**src/rtl/pool_tile_scheduler_if.sv**
```systemverilog
// pool_tile_scheduler_if
// Bundles the three handshake groups around the pooling tile scheduler:
//   pixel stream    : pix_valid, pix_data -> scheduler, pix_ready <- scheduler
//   datapath        : pool_valid_in, pool_data_in, pool_mode <- scheduler,
//                     pool_valid_out, pool_data_out -> scheduler
//   result stream   : res_valid, res_data, res_row, res_col <- scheduler,
//                     res_ready -> scheduler
// The master modport is the scheduler side and the slave modport is the
// environment (pixel source, pooling datapath and result consumer).
interface pool_tile_scheduler_if #(
    parameter int IN_DATA_WIDTH  = 72,
    parameter int OUT_DATA_WIDTH = 32,
    parameter int TILE_IDX_W     = 4
);
    logic                      pix_valid;
    logic [7:0]                pix_data;
    logic                      pix_ready;

    logic                      pool_valid_in;
    logic [IN_DATA_WIDTH-1:0]  pool_data_in;
    logic [1:0]                pool_mode;
    logic                      pool_valid_out;
    logic [OUT_DATA_WIDTH-1:0] pool_data_out;

    logic                      res_valid;
    logic                      res_ready;
    logic [OUT_DATA_WIDTH-1:0] res_data;
    logic [TILE_IDX_W-1:0]     res_row;
    logic [TILE_IDX_W-1:0]     res_col;

    modport master (
        input  pix_valid, pix_data, pool_valid_out, pool_data_out, res_ready,
        output pix_ready, pool_valid_in, pool_data_in, pool_mode,
               res_valid, res_data, res_row, res_col
    );

    modport slave (
        output pix_valid, pix_data, pool_valid_out, pool_data_out, res_ready,
        input  pix_ready, pool_valid_in, pool_data_in, pool_mode,
               res_valid, res_data, res_row, res_col
    );
endinterface

```
**src/rtl/pool_tile_scheduler.sv**
```systemverilog
// pool_tile_scheduler
// Buffers an IMG_HEIGHT x IMG_WIDTH 8-bit image, then walks 3x3 windows with
// step 2 in both dimensions, sending one 72-bit window per tile to an external
// 2x2/stride-1 pooling datapath and returning each 32-bit result tagged with
// its tile coordinates.
// Ports:
//   clk, rst_n   : clock (rising edge) and asynchronous active-low reset
//   start        : begin a frame, only looked at in IDLE
//   mode_cfg     : pooling mode (0 MAX, 1 AVG, 2 MIN, 3 rejected)
//   busy         : high in every state except IDLE
//   done         : one-cycle pulse after the final result handshake
//   err          : one-cycle pulse when a start is rejected
//   bus          : pixel stream, datapath and result handshakes (master side)
module pool_tile_scheduler #(
    parameter int IMG_HEIGHT     = 5,
    parameter int IMG_WIDTH      = 5,
    parameter int IN_DATA_WIDTH  = 72,
    parameter int OUT_DATA_WIDTH = 32,
    parameter int TILE_IDX_W     = 4
) (
    input  logic                   clk,
    input  logic                   rst_n,
    input  logic                   start,
    input  logic [1:0]             mode_cfg,
    output logic                   busy,
    output logic                   done,
    output logic                   err,
    pool_tile_scheduler_if.master  bus
);

    localparam int NPIX   = IMG_HEIGHT * IMG_WIDTH;
    localparam int ADDR_W = $clog2(NPIX + 1);
    localparam int TR     = (IMG_HEIGHT - 1) / 2;
    localparam int TC     = (IMG_WIDTH - 1) / 2;

    typedef enum logic [2:0] {
        IDLE,
        LOAD,
        ISSUE,
        WAIT,
        OUT,
        FIN
    } state_t;

    state_t                    state_q, state_d;
    logic [1:0]                mode_q, mode_d;
    logic [ADDR_W-1:0]         pix_cnt_q, pix_cnt_d;
    logic [TILE_IDX_W-1:0]     tile_r_q, tile_r_d;
    logic [TILE_IDX_W-1:0]     tile_c_q, tile_c_d;
    logic [OUT_DATA_WIDTH-1:0] res_data_q, res_data_d;
    logic [TILE_IDX_W-1:0]     res_row_q, res_row_d;
    logic [TILE_IDX_W-1:0]     res_col_q, res_col_d;
    logic                      err_q, err_d;

    logic [7:0]                frame_q [NPIX];
    logic [IN_DATA_WIDTH-1:0]  window;
    logic [ADDR_W-1:0]         win_addr;

    logic start_ok;
    logic pix_beat;
    logic last_pix;
    logic res_hs;
    logic last_tile;

    assign start_ok  = start && (mode_cfg != 2'd3);
    assign pix_beat  = (state_q == LOAD) && bus.pix_valid;
    assign last_pix  = pix_beat && (pix_cnt_q == ADDR_W'(NPIX - 1));
    assign res_hs    = (state_q == OUT) && bus.res_ready;
    assign last_tile = (tile_r_q == TILE_IDX_W'(TR - 1)) &&
                       (tile_c_q == TILE_IDX_W'(TC - 1));

    // State register.
    always_ff @(posedge clk or negedge rst_n) begin
        if (!rst_n) begin
            state_q <= IDLE;
        end else begin
            state_q <= state_d;
        end
    end

    // Next-state logic; a tile costs ISSUE, WAIT and OUT, so with the
    // consumer always ready and a one-cycle datapath a window goes out
    // every third cycle.
    always_comb begin
        state_d = state_q;
        case (state_q)
            IDLE:    if (start_ok) state_d = LOAD;
            LOAD:    if (last_pix) state_d = ISSUE;
            ISSUE:   state_d = WAIT;
            WAIT:    if (bus.pool_valid_out) state_d = OUT;
            OUT:     if (res_hs) state_d = last_tile ? FIN : ISSUE;
            FIN:     state_d = IDLE;
            default: state_d = IDLE;
        endcase
    end

    // Outputs decoded from the state; the window is only presented while
    // issuing so the datapath bus is quiet otherwise.
    always_comb begin
        bus.pix_ready     = (state_q == LOAD);
        bus.pool_valid_in = (state_q == ISSUE);
        bus.pool_data_in  = (state_q == ISSUE) ? window : '0;
        bus.res_valid     = (state_q == OUT);
        busy              = (state_q != IDLE);
        done              = (state_q == FIN);
    end

    assign bus.pool_mode = mode_q;
    assign bus.res_data  = res_data_q;
    assign bus.res_row   = res_row_q;
    assign bus.res_col   = res_col_q;
    assign err           = err_q;

    // Counters, latched mode and captured result. The tile counters are
    // cleared on an accepted start rather than after the last tile, so
    // after a frame they harmlessly sit one row past the grid.
    always_comb begin
        mode_d     = mode_q;
        pix_cnt_d  = pix_cnt_q;
        tile_r_d   = tile_r_q;
        tile_c_d   = tile_c_q;
        res_data_d = res_data_q;
        res_row_d  = res_row_q;
        res_col_d  = res_col_q;
        err_d      = 1'b0;
        case (state_q)
            IDLE: begin
                if (start) begin
                    if (mode_cfg == 2'd3) begin
                        err_d = 1'b1;
                    end else begin
                        mode_d    = mode_cfg;
                        pix_cnt_d = '0;
                        tile_r_d  = '0;
                        tile_c_d  = '0;
                    end
                end
            end
            LOAD: begin
                if (pix_beat) begin
                    pix_cnt_d = pix_cnt_q + ADDR_W'(1);
                end
            end
            WAIT: begin
                if (bus.pool_valid_out) begin
                    res_data_d = bus.pool_data_out;
                    res_row_d  = tile_r_q;
                    res_col_d  = tile_c_q;
                end
            end
            OUT: begin
                if (res_hs) begin
                    if (tile_c_q == TILE_IDX_W'(TC - 1)) begin
                        tile_c_d = '0;
                        tile_r_d = tile_r_q + TILE_IDX_W'(1);
                    end else begin
                        tile_c_d = tile_c_q + TILE_IDX_W'(1);
                    end
                end
            end
            default: begin
            end
        endcase
    end

    always_ff @(posedge clk or negedge rst_n) begin
        if (!rst_n) begin
            mode_q     <= 2'd0;
            pix_cnt_q  <= '0;
            tile_r_q   <= '0;
            tile_c_q   <= '0;
            res_data_q <= '0;
            res_row_q  <= '0;
            res_col_q  <= '0;
            err_q      <= 1'b0;
        end else begin
            mode_q     <= mode_d;
            pix_cnt_q  <= pix_cnt_d;
            tile_r_q   <= tile_r_d;
            tile_c_q   <= tile_c_d;
            res_data_q <= res_data_d;
            res_row_q  <= res_row_d;
            res_col_q  <= res_col_d;
            err_q      <= err_d;
        end
    end

    // Frame buffer, raster order. No reset: every frame rewrites all of it
    // before any window is read.
    always_ff @(posedge clk) begin
        if (pix_beat) begin
            frame_q[pix_cnt_q] <= bus.pix_data;
        end
    end

    // Window gather: byte k is pixel (2*tr + k/3, 2*tc + k%3).
    always_comb begin
        window   = '0;
        win_addr = '0;
        for (int k = 0; k < 9; k++) begin
            win_addr = ADDR_W'((2 * int'(tile_r_q) + k / 3) * IMG_WIDTH +
                               2 * int'(tile_c_q) + k % 3);
            window[k*8 +: 8] = frame_q[win_addr];
        end
    end

endmodule

```
**src/flat_wrapper.sv**
```systemverilog
// flat-port wrapper written by rule: the top's interface ports become plain ports
module pool_tile_scheduler_flat 
#(
    parameter int IMG_HEIGHT     = 5,
    parameter int IMG_WIDTH      = 5,
    parameter int IN_DATA_WIDTH  = 72,
    parameter int OUT_DATA_WIDTH = 32,
    parameter int TILE_IDX_W     = 4
)
  (clk, rst_n, start, mode_cfg, busy, done, err, bus_pix_valid, bus_pix_data, bus_pool_valid_out, bus_pool_data_out, bus_res_ready, bus_pix_ready, bus_pool_valid_in, bus_pool_data_in, bus_pool_mode, bus_res_valid, bus_res_data, bus_res_row, bus_res_col);
  pool_tile_scheduler_if #(.IN_DATA_WIDTH(IN_DATA_WIDTH), .OUT_DATA_WIDTH(OUT_DATA_WIDTH), .TILE_IDX_W(TILE_IDX_W)) bus_i ();
  input  logic clk;
  input  logic rst_n;
  input  logic start;
  input  logic [1:0] mode_cfg;
  output logic busy;
  output logic done;
  output logic err;
  input wire logic [$bits(bus_i.pix_valid)-1:0] bus_pix_valid;
  input wire logic [$bits(bus_i.pix_data)-1:0] bus_pix_data;
  input wire logic [$bits(bus_i.pool_valid_out)-1:0] bus_pool_valid_out;
  input wire logic [$bits(bus_i.pool_data_out)-1:0] bus_pool_data_out;
  input wire logic [$bits(bus_i.res_ready)-1:0] bus_res_ready;
  output wire logic [$bits(bus_i.pix_ready)-1:0] bus_pix_ready;
  output wire logic [$bits(bus_i.pool_valid_in)-1:0] bus_pool_valid_in;
  output wire logic [$bits(bus_i.pool_data_in)-1:0] bus_pool_data_in;
  output wire logic [$bits(bus_i.pool_mode)-1:0] bus_pool_mode;
  output wire logic [$bits(bus_i.res_valid)-1:0] bus_res_valid;
  output wire logic [$bits(bus_i.res_data)-1:0] bus_res_data;
  output wire logic [$bits(bus_i.res_row)-1:0] bus_res_row;
  output wire logic [$bits(bus_i.res_col)-1:0] bus_res_col;
  assign bus_i.pix_valid = bus_pix_valid;
  assign bus_i.pix_data = bus_pix_data;
  assign bus_i.pool_valid_out = bus_pool_valid_out;
  assign bus_i.pool_data_out = bus_pool_data_out;
  assign bus_i.res_ready = bus_res_ready;
  assign bus_pix_ready = bus_i.pix_ready;
  assign bus_pool_valid_in = bus_i.pool_valid_in;
  assign bus_pool_data_in = bus_i.pool_data_in;
  assign bus_pool_mode = bus_i.pool_mode;
  assign bus_res_valid = bus_i.res_valid;
  assign bus_res_data = bus_i.res_data;
  assign bus_res_row = bus_i.res_row;
  assign bus_res_col = bus_i.res_col;
  pool_tile_scheduler #(.IMG_HEIGHT(IMG_HEIGHT), .IMG_WIDTH(IMG_WIDTH), .IN_DATA_WIDTH(IN_DATA_WIDTH), .OUT_DATA_WIDTH(OUT_DATA_WIDTH), .TILE_IDX_W(TILE_IDX_W)) u_core (.clk(clk), .rst_n(rst_n), .start(start), .mode_cfg(mode_cfg), .busy(busy), .done(done), .err(err), .bus(bus_i));
endmodule
```
**config.mk**
```make
export PLATFORM = sky130hd
export DESIGN_NAME = pool_tile_scheduler_flat
export DESIGN_NICKNAME = d
export VERILOG_FILES = /design/src/rtl/pool_tile_scheduler_if.sv /design/src/rtl/pool_tile_scheduler.sv /design/src/flat_wrapper.sv
export SDC_FILE = /design/constraint.sdc
export NUM_CORES = 1
export LEC_CHECK = 0
export ABC_AREA = 1
export BUFFER_PORTS_ARGS = -buffer_cell sky130_fd_sc_hd__buf_2
export CORE_AREA = 2 2 183 185
export CTS_CLUSTER_DIAMETER = 60
export CTS_CLUSTER_SIZE = 8
export DETAILED_ROUTE_END_ITERATION = 8
export DIE_AREA = 0 0 185 187
export PLACE_DENSITY = 0.71
export SYNTH_ARGS = -nofsm -noshare
export SYNTH_HDL_FRONTEND = slang
export SYNTH_SLANG_ARGS = --single-unit
```
**constraint.sdc**
```tcl
create_clock -name clk -period 3.95 [get_ports clk]
set_input_delay 0.395 -clock clk [delete_from_list [all_inputs] [get_ports clk]]
set_output_delay 0.395 -clock clk [all_outputs]
set_load 0.05 [all_outputs]
```
==> impl_metrics.json <==
{
  "status": "finished, violations left",
  "violations": "negative setup slack",
  "detail-route-antenna-nets": 0,
  "syn_inst": 2045,
  "holdWs_ns": 0.09740,
  "pin_count": 168,
  "slew_violations": 0,
  "crit_path_max_fanout": 8,
  "initial_core_util": 0.4906,
  "globalplace.congestion": 1.033,
  "clk_pin_slew_ns": 0.05,
  "async_reset_ff_frac": 0.2278,
  "via_per_inst": 5.895,
  "ys_ff_latch": 259,
  "endpoint_kind": "output port",
  "grt_use_total": 0.3327,
  "die_w_um": 185,
  "cts_max_path_buffers": 3,
  "num_rows": 67,
  "synth.distinct_cells": 49,
  "clk_latency_ns": 0.54,
  "dpl_cell_area_um2": 17760,
  "layout-drive-gt1-share": 0.2578,
  "finalSetupViolations": 46,
  "die_h_um": 187,
  "tritoncts": "yes",
  "port_buffers": 167,
  "max_slew_margin": 0.1716,
  "final_cells": 2729,
  "max_freq_ghz": 0.2418,
  "fillers": 2754,
  "grt_pass1_wl_mm": 86.15,
  "num_antenna_cells": 0,
  "synth_edf_count": 200,
  "cts_buffers": 39,
  "critical_path_class": "flip-flop to output port",
  "ys.flop_type": "edfxtp_1",
  "yosysSeqAreaShare": 0.4641,
  "cp_data_arrival_time_ns": 3.74,
  "worst_pin_slew_ns": 1.230,
  "hpwl_mm": 41.60,
  "fin_area_um2": 20940,
  "postSynthAreaPerCell_um2": 7.883,
  "dieArea_um2": 34600,
  "fin_tns_setup_ns": -5.271,
  "fin_ws_ns": -0.1849,
  "cts-root-buf": "clkbuf_16",
  "grt_setup_unrepaired": "true",
  "max_cap_violations": 0,
  "htreeDepth": 2,
  "cp-start-kind": "flip-flop",
  "wl_per_cell_um": 22.03,
  "first_global_vias": 14170,
  "antenna_found_initial": 0,
  "ys_warn_count": 0,
  "worst_ep_required_time_ns": 3.56,
  "synth_nets": 2120,
  "drtPass1Iterations": 7,
  "period_share": 1.047,
  "place_inst": 2609,
  "nets": 2331,
  "drt_iter0_drc": 2690,
  "syn_to_final_growth_pct": 29.88,
  "hold_path_class": "input pin to flip-flop",
  "drc": 0,
  "hold_violations": 0,
  "grt_remaining_overflow": 0,
  "routed_wl_mm": 60.13,
  "final.min_clock_period_ns": 4.135,
  "coreArea_um2": 32860,
  "numClockSinks": 259,
  "netlist_area_um2": 16120,
  "vias": 16090,
  "grt_max_degree": 91,
  "worst_clock_skew_ns": 0.01876
}
==> critical path: stages (launching register included) <==
cell	delay (ns)
dfrtp_1	0.41
inv_1	0.11
buf_4	0.18
ha_1	0.32
ha_1	0.17
inv_1	0.06
fa_2	0.69
xor2_4	0.11
buf_8	0.16
clkbuf_16	0.17
a211oi_2	0.27
nor2_1	0.10
nand3_1	0.09
nand2_1	0.05
nor2_1	0.15
buf_6	0.17
==> synthesized netlist by cell type, drive strengths merged (2+ instances only) <==
master	n	area (um2)
a211oi	6	45.04
clkinv	2	7.510
nand4	2	12.51
nor2	234	980.9
mux2	32	360.4
xor2	5	43.79
o221ai	3	26.28
a22oi	2	15.01
a31oi	10	62.56
or2	2	12.51
mux2i	18	180.2
o21ai	353	1767
nand2	527	2003
o22ai	8	50.05
o21bai	10	75.07
inv	159	596.8
dfrtp	59	1476
nor3	16	85.08
clkbuf	83	311.6
ha	22	275.3
o211ai	40	300.3
o22a	3	26.28
o21a	4	30.03
nor3b	4	30.03
edfxtp	200	6006
buf	48	259.0
fa	5	100.1
a21oi	108	540.5
nand3	69	355.3
xnor2	4	35.03
==> final cells by class <==
cell class	count	area [um2]	area share
repair buffers	299	2695	0.1287
multi-input cells	1495	8432	0.4027
clock buffers	60	1076	0.05139
flip-flops and latches	259	7483	0.3574
clock inverters	6	45.04	0.002151
inverters	161	639.4	0.03053
well taps	448	560.5	0.02677
repair inverters	1	7.507	0.0003585
==> flip-flops by register name, indices dropped and copies added (netlist names) <==
| name | cells |
|---|---|
| u_core.bus.res_row | 4 |
| u_core.tile_c_q | 4 |
| u_core.bus.pool_mode | 2 |
| u_core.bus.res_col | 4 |
| u_core.state_q | 3 |
| u_core.frame_q | 200 |
| u_core.err | 1 |
| u_core.bus.res_data | 32 |
| u_core.pix_cnt_q | 5 |
| u_core.tile_r_q | 4 |
==> routing by layer <==
metal	share of wire	track usage	vias up
met1	0.40	0.4821	7500
met5	0	0	-
met4	0.045	0.1194	0
met3	0.12	0.07165	176
li1	-	-	7333
met2	0.43	0.4918	1079
==> cell usage in the layout (no fill, tap or decap), types with 6 or more instances in the layout <==
cell type | synthesis | final
a21oi_1 | 108 | 78
a21oi_2 | 0 | 26
a31oi_1 | 10 | 6
buf_12 | 1 | 17
buf_2 | 38 | 105
buf_4 | 2 | 85
buf_6 | 1 | 70
clkbuf_1 | 83 | 20
clkbuf_16 | 0 | 47
dfrtp_1 | 59 | 58
edfxtp_1 | 200 | 200
ha_1 | 22 | 13
ha_4 | 0 | 9
inv_1 | 156 | 144
inv_2 | 3 | 6
mux2_2 | 32 | 32
mux2i_1 | 18 | 18
nand2_1 | 521 | 510
nand2_2 | 4 | 10
nand2_4 | 2 | 7
nand3_1 | 67 | 54
nand3_2 | 2 | 10
nor2_1 | 213 | 176
nor2_2 | 11 | 45
nor2_4 | 10 | 13
nor3_1 | 15 | 12
o211ai_1 | 40 | 40
o21ai_0 | 335 | 255
o21ai_1 | 18 | 65
o21ai_2 | 0 | 26
o21ai_4 | 0 | 7
o21bai_4 | 0 | 7
o22ai_1 | 8 | 8
==> per-stage QoR <==
stage | worst slack (ns) | util
after CTS | -0.1549 | 0.6062
after floorplan | -0.02722 | -
after global routing | -0.2889 | 0.6372
after detailed placement | 0.1486 | 0.5404
final | -0.1849 | 0.6372
after global placement | 0.1483 | 0.5404
==> kinds of logic after synthesis <==
kind of cell,Yosys count,share of synthesized area
compound gates,550,0.1837
mux,50,0.03353
fa+ha+maj,27,0.02328
flops,259,0.4641
xor+xnor,9,0.004889
simple gates,858,0.2176
buf+inv,292,0.07288
==> final timing paths <==
check	start	endpoint	slack, ns	cells past startpoint
setup / recovery	u_core.tile_r_q[1]$_DFFE_PN0P_	bus_pool_data_in[37]	-0.18	15
hold / removal	bus_pool_data_out[6]	u_core.bus.res_data[6]$_DFFE_PN0P_	0.1	2
setup reg to reg	u_core.state_q[2]$_DFFE_PN0P_	u_core.frame_q[11][0]$_DFFE_PP_	1.08	5
hold reg to reg	u_core.bus.res_row[3]$_DFFE_PN0P_	u_core.bus.res_row[3]$_DFFE_PN0P_	0.48	2
max in group asynchronous	rst_n	u_core.bus.res_data[16]$_DFFE_PN0P_	2.56	3
min in group asynchronous	rst_n	u_core.pix_cnt_q[4]$_DFFE_PN0P_	0.50	2
==> timing repair <==
action / CTS / global route
resized for setup: 256 / 195
endpoints found under the hold margin: 5 / 0
hold buffers: 1 / 0
buffers inserted: 23 / 28
pin swaps: 54 / 75
setup endpoints to repair: 55 / 71
cloned: 3 / 8
Power is left out: the tool's default activity adds up to more than one toggle a clock period on the data nets, which glitch-free logic cannot reach.
